<file path="config.mk">
export PLATFORM = sky130hd
export DESIGN_NAME = pll_reset_seq
export DESIGN_NICKNAME = d
export VERILOG_FILES = /design/src/rtl/pll_seq_pkg.sv /design/src/rtl/sync_2ff.sv /design/src/rtl/pll_reset_seq.sv
export SDC_FILE = /design/constraint.sdc
export NUM_CORES = 1
export LEC_CHECK = 0
export BUFFER_PORTS_ARGS = -buffer_cell sky130_fd_sc_hd__buf_2
export CORE_MARGIN = 2
export CORE_UTILIZATION = 30
export DETAILED_ROUTE_END_ITERATION = 8
export SLEW_MARGIN = 20
export SYNTH_ARGS = -nofsm -noshare
export SYNTH_HDL_FRONTEND = slang
export SYNTH_HIERARCHICAL = 1
export SYNTH_SLANG_ARGS = --single-unit
</file>
<file path="constraint.sdc">
create_clock -name clkin -period 4.26 [get_ports clkin]
set_input_delay 0.213 -clock clkin [delete_from_list [all_inputs] [get_ports clkin]]
set_output_delay 0.213 -clock clkin [all_outputs]
set_load 0.01 [all_outputs]
</file>
<file path="src/rtl/pll_seq_pkg.sv">
// rtl/pll_seq_pkg.sv - shared state encoding, counter width and retry helper for the PLL reset sequencer
package pll_seq_pkg;

  localparam int CNT_W = 16;

  typedef enum logic [2:0] {
    ST_HOLD   = 3'd0,
    ST_WAIT   = 3'd1,
    ST_SETTLE = 3'd2,
    ST_RUN    = 3'd3,
    ST_FAIL   = 3'd4
  } state_e;

  // Retry counter increments but sticks at its maximum value
  function automatic logic [3:0] sat_inc4(input logic [3:0] v);
    return (v == 4'hF) ? v : v + 4'd1;
  endfunction

endpackage

</file>
<file path="src/rtl/sync_2ff.sv">
// rtl/sync_2ff.sv - 1-bit two-flop synchronizer, both stages reset to 0
module sync_2ff (
  input  logic clk,
  input  logic rst_n,
  input  logic d,
  output logic q
);

  logic meta_q, meta_d;
  logic sync_q, sync_d;

  // Next values simply shift the asynchronous input down the chain
  always_comb begin
    meta_d = d;
    sync_d = meta_q;
  end

  // Two-stage register chain giving metastability settling time
  always_ff @(posedge clk or negedge rst_n) begin
    if (!rst_n) begin
      meta_q <= 1'b0;
      sync_q <= 1'b0;
    end else begin
      meta_q <= meta_d;
      sync_q <= sync_d;
    end
  end

  assign q = sync_q;

endmodule

</file>
<file path="src/rtl/pll_reset_seq.sv">
// rtl/pll_reset_seq.sv - PLL reset/lock sequencer; PLL_RETRY_LIMIT_EN enables the FAIL state after MAX_RETRIES
module pll_reset_seq
  import pll_seq_pkg::*;
#(
  parameter int RST_CYCLES    = 16,
  parameter int LOCK_TIMEOUT  = 4096,
  parameter int STABLE_CYCLES = 256,
  parameter int MAX_RETRIES   = 3
) (
  input  logic       clkin,
  input  logic       reset_n,
  input  logic       pll_lock,
  input  logic       restart,
  output logic       pll_reset,
  output logic       rst_out_n,
  output logic       pll_ready,
  output logic       fault,
  output logic [3:0] retry_cnt,
  output logic [2:0] state_o
);

`ifdef PLL_RETRY_LIMIT_EN
  localparam bit LIMIT_EN = 1'b1;
`else
  localparam bit LIMIT_EN = 1'b0;
`endif

  localparam logic [CNT_W-1:0] RST_LAST = CNT_W'(RST_CYCLES - 1);
  localparam logic [CNT_W-1:0] TO_LAST  = CNT_W'(LOCK_TIMEOUT - 1);
  // The WAIT cycle that first sees lock_s high counts as the first stable
  // cycle, so SETTLE only has to cover the remaining STABLE_CYCLES-1.
  localparam logic [CNT_W-1:0] SETTLE_LAST =
    CNT_W'((STABLE_CYCLES >= 2) ? STABLE_CYCLES - 2 : 0);
  localparam logic [3:0] RETRY_LIMIT = 4'(MAX_RETRIES);

  logic             lock_s;
  state_e           state_q, state_d;
  logic [CNT_W-1:0] cnt_q, cnt_d;
  logic [3:0]       retry_q, retry_d;
  logic             fail_attempt;

  sync_2ff u_lock_sync (
    .clk   (clkin),
    .rst_n (reset_n),
    .d     (pll_lock),
    .q     (lock_s)
  );

  // State, cycle counter and retry counter registers
  always_ff @(posedge clkin or negedge reset_n) begin
    if (!reset_n) begin
      state_q <= ST_HOLD;
      cnt_q   <= '0;
      retry_q <= '0;
    end else begin
      state_q <= state_d;
      cnt_q   <= cnt_d;
      retry_q <= retry_d;
    end
  end

  // Next-state logic; restart overrides every other transition
  always_comb begin
    state_d      = state_q;
    cnt_d        = cnt_q;
    retry_d      = retry_q;
    fail_attempt = 1'b0;

    if (restart) begin
      state_d = ST_HOLD;
      cnt_d   = '0;
      retry_d = '0;
    end else begin
      case (state_q)
        ST_HOLD: begin
          if (cnt_q == RST_LAST) begin
            state_d = ST_WAIT;
            cnt_d   = '0;
          end else begin
            cnt_d = cnt_q + CNT_W'(1);
          end
        end
        ST_WAIT: begin
          if (lock_s) begin
            state_d = (STABLE_CYCLES <= 1) ? ST_RUN : ST_SETTLE;
            cnt_d   = '0;
          end else if (cnt_q == TO_LAST) begin
            fail_attempt = 1'b1;
          end else begin
            cnt_d = cnt_q + CNT_W'(1);
          end
        end
        ST_SETTLE: begin
          if (!lock_s) begin
            // Lock lost before it proved stable: keep waiting, not a retry
            state_d = ST_WAIT;
            cnt_d   = '0;
          end else if (cnt_q == SETTLE_LAST) begin
            state_d = ST_RUN;
            cnt_d   = '0;
          end else begin
            cnt_d = cnt_q + CNT_W'(1);
          end
        end
        ST_RUN: begin
          if (!lock_s) begin
            fail_attempt = 1'b1;
          end
        end
        ST_FAIL: begin
          state_d = ST_FAIL;
        end
        default: begin
          state_d = ST_HOLD;
          cnt_d   = '0;
        end
      endcase

      if (fail_attempt) begin
        retry_d = sat_inc4(retry_q);
        cnt_d   = '0;
        state_d = (LIMIT_EN && (retry_d == RETRY_LIMIT)) ? ST_FAIL : ST_HOLD;
      end
    end
  end

  // Outputs decode straight from the state register so they change on the
  // same edge as the state and take their reset values asynchronously.
  assign pll_reset = (state_q == ST_HOLD);
  assign rst_out_n = (state_q == ST_RUN);
  assign pll_ready = (state_q == ST_RUN);
`ifdef PLL_RETRY_LIMIT_EN
  assign fault     = (state_q == ST_FAIL);
`else
  assign fault     = 1'b0;
`endif
  assign retry_cnt = retry_q;
  assign state_o   = state_q;

endmodule

</file>
==> impl_metrics.py <==
metrics = {
    "floorplanning": {
        "die_area_um2": 5410,
        "row_count": 25,
        "pin_count": 15,
        "fp.coreArea_um2": 4690,
        "start_util_pct": 30.9,
        "die-width_um": 73.6,
        "fp.dieH_um": 73.6,
    },
    "routing": {
        "drt_pre_antenna_iters": 4,
        "post_drt_wl_per_cell_um": 13.4,
        "wirelength_mm": 2.88,
        "vias_per_cell": 5.32,
        "ant_nets": 0,
        "route.detailed.drc": 0,
        "first_iter_violations": 34,
        "vias": 1144,
    },
    "cells_and_area": {
        "mostFrequentLayoutCells": "dfrtp_1 (25), buf_2 (13), nand2_1 (10), xnor2_1 (9), nor2_2 (9)",
        "final_common_cell": "dfrtp_1",
        "nets": 169,
        "n_antenna_cell": 0,
        "areaGrowthSynthToFinish_pct": 10.7,
        "layout-drive-gt1-share_pct": 25.5,
    },
    "clock_tree": {
        "cts_setup_buffers": 0,
        "clockRootBuffer": "clkbuf_8",
        "cts_max_level": 1,
        "clk_latency_ns": 0.27,
        "cts_resized": 0,
        "cts_tree": "yes",
        "cts_buffers": 3,
        "path_clk_slew_ns": 0.08,
        "clock_sinks": 25,
        "clockBufferDepth": 2,
    },
    "logic_synthesis": {
        "ys_warn_count": 6,
        "synthFlopType": "dfrtp_1",
        "syn-instance-count": 149,
        "syn_avg_cell_area_um2": 9.74,
        "syn_area_um2": 1450,
        "synthArstFlopShare_pct": 100,
        "yosys.cell_types.count": 40,
        "ys_seq_area_share_pct": 43.1,
        "synth_seq_cells": 25,
        "syn-num-nets": 156,
        "synth-edff-count": 0,
    },
    "placement": {
        "pre_cts_ws_ns": 1.61,
        "gp_congestion": 0.781,
        "detailed_place_hpwl_mm": 2.04,
        "port_buffers": 13,
    },
    "timing": {
        "finClkSkew_ns": 0.00390,
        "tns_ns": 0,
        "rsz0062_at_grt": "no",
        "finalWorstSetupSlack_ns": 1.59,
        "slew_headroom_pct": 37.4,
        "period_minus_slack_ns": 2.67,
        "tightest_slew_ns": 0.932,
        "max_freq_mhz": 375,
        "period_share_pct": 62.6,
        "drv_slew": 0,
        "final-setup-viol-count": 0,
        "hold_violations": 0,
    },
    "pwr": {
        "p_leak_uw": 0.000682,
        "power_density_nw_per_um2": 342,
        "total_power_uw": 549,
        "peakVddDrop_v": 0.0000993,
    },
    "worst_hold_path": {
        "min_path_cells": 1,
        "hold_class": "input pin to register",
    },
    "job": {
        "maxCapViolCount": 0,
    },
    "worst_setup_path": {
        "endpoint_kind": "register",
        "cp_slowest_stage_delay_ns": 0.57,
        "crit_family": "simple AND/OR/NAND/NOR gates",
        "crit_fanout": 9,
        "crit_path_frequent_cell": "or4_4",
        "reg2reg_slack_ns": 1.59,
        "path_buf_inv": 0,
        "path_cells": "or4_4 > or4_4 > a211oi_4 > a31o_1 > nor2_2",
        "cp.depth": 5,
        "worst_ep_arrival_time_ns": 2.81,
        "cp_slowest_cell": "or4_4",
        "crit_type": "register to register",
        "worstRegToRegCells": 5,
        "start_kind": "register",
        "worst_ep_required_time_ns": 4.41,
    },
    "global_routing": {
        "antenna_found_initial": 0,
        "grtUsageTotal_pct": 11.9,
        "grt_pass1_wl_mm": 5.00,
        "grt_pass1_vias": 1026,
        "grt_max_degree": 26,
        "grt-ovfl-total": 0,
    },
    "outcome": {
        "status": "finished, final reports clean",
    },
}
-- Yosys cell counts (2+ instances only) --
cell | n | area, µm²
nor4b_1 | 2 | 17.5
ha_1 | 3 | 37.5
nand4_1 | 5 | 31.3
inv_1 | 4 | 15.0
xnor2_1 | 9 | 78.8
or4_4 | 3 | 33.8
nand3_1 | 6 | 30.0
nor3_1 | 4 | 20.0
and4_1 | 2 | 17.5
or3b_2 | 3 | 26.3
buf_4 | 2 | 15.0
a211oi_1 | 6 | 45.0
nand2_1 | 10 | 37.5
or4_1 | 3 | 22.5
o31ai_1 | 4 | 30.0
a21oi_1 | 6 | 30.0
dfrtp_1 | 25 | 626
clkbuf_1 | 4 | 15.0
or3_1 | 3 | 18.8
nor2_1 | 7 | 26.3
a21o_1 | 4 | 30.0
nor2_2 | 9 | 56.3
or2_2 | 3 | 18.8
o21ai_0 | 5 | 25.0
and3_1 | 2 | 12.5
-- worst paths after layout --
| check | end | from |
|---|---|---|
| min reg2reg | u_lock_sync/q$_DFF_PN0_ | u_lock_sync/meta_q$_DFF_PN0_ |
| min in group asynchronous | u_lock_sync/meta_q$_DFF_PN0_ | reset_n |
| max | cnt_q[13]$_DFFE_PN0P_ | cnt_q[12]$_DFFE_PN0P_ |
| min | u_lock_sync/meta_q$_DFF_PN0_ | pll_lock |
| max reg2reg | cnt_q[13]$_DFFE_PN0P_ | cnt_q[12]$_DFFE_PN0P_ |
| max in group asynchronous | cnt_q[2]$_DFFE_PN0P_ | reset_n |
-- per-stage QoR --
step,area [µm²],hold WS [ns],utilization [%],std cells
2_1_floorplan,1450,-0.0826,-,149
3_3_place_gp,1550,0.241,33.0,210
3_5_place_dp,1550,0.238,33.0,210
4_1_cts,1610,0.0425,34.2,215
5_1_grt,1610,0.0351,34.2,215
6_report,1610,0.0462,34.2,215
-- power breakdown --
| group | internal (µW) | switching (µW) | total, µW |
|---|---|---|---|
| Sequential | 252 | 25.7 | 277 |
| Combinational | 51.3 | 83.0 | 134 |
| Clock | 65.4 | 72.2 | 138 |
-- registers in the layout (all words and copies together), names as in the netlist --
signal	cells
u_lock_sync/meta_q	1
u_lock_sync/q	1
state_o	3
cnt_q	16
retry_cnt	4
-- worst reg2reg max path: cells and delay by family (launching register included) --
family	cells	cell delay, ns
AOI/OAI and AO/OA	2	0.93
DFF	1	0.41
and+or+nand+nor	3	1.21
-- cell families (layout without fill, tap and decap cells) --
| logic type | count (synthesis) | count (layout) | synth area share, % |
|---|---|---|---|
| AO/OA/AOI/OAI | 32 | 32 | 16.4 |
| XOR/XNOR | 9 | 9 | 5.43 |
| adder cells (fa/ha/maj) | 3 | 3 | 2.59 |
| flip-flops | 25 | 25 | 43.1 |
| buffers and inverters | 11 | 23 | 3.88 |
| AND/OR/NAND/NOR | 68 | 68 | 28.4 |
| other | 1 | 1 | 0.258 |
-- final cells by class --
| class | count | area, µm² |
|---|---|---|
| Clock buffer | 3 | 41.3 |
| Clock inverter | 1 | 5.00 |
| Fill cell | 487 | 3090 |
| Inverter | 4 | 15.0 |
| Multi-Input combinational cell | 113 | 769 |
| Sequential cell | 25 | 626 |
| Tap cell | 54 | 67.6 |
| Timing Repair Buffer | 15 | 82.6 |
-- what timing repair did --
item	CTS	global route
endpoints found under the setup margin	0	0
hold buffers	1	0
endpoints found under the hold margin	25	0
-- metal layers --
| metal | track usage [%] | up-vias | routed length [µm] |
|---|---|---|---|
| li1 | - | 566 | - |
| met1 | 17.6 | 550 | 1480 |
| met2 | 16.9 | 23 | 1240 |
| met3 | 2.47 | 5 | 119 |
| met4 | 4.24 | 0 | 45 |
| met5 | 0 | - | 0 |
Power figures use the tool's default switching activity.
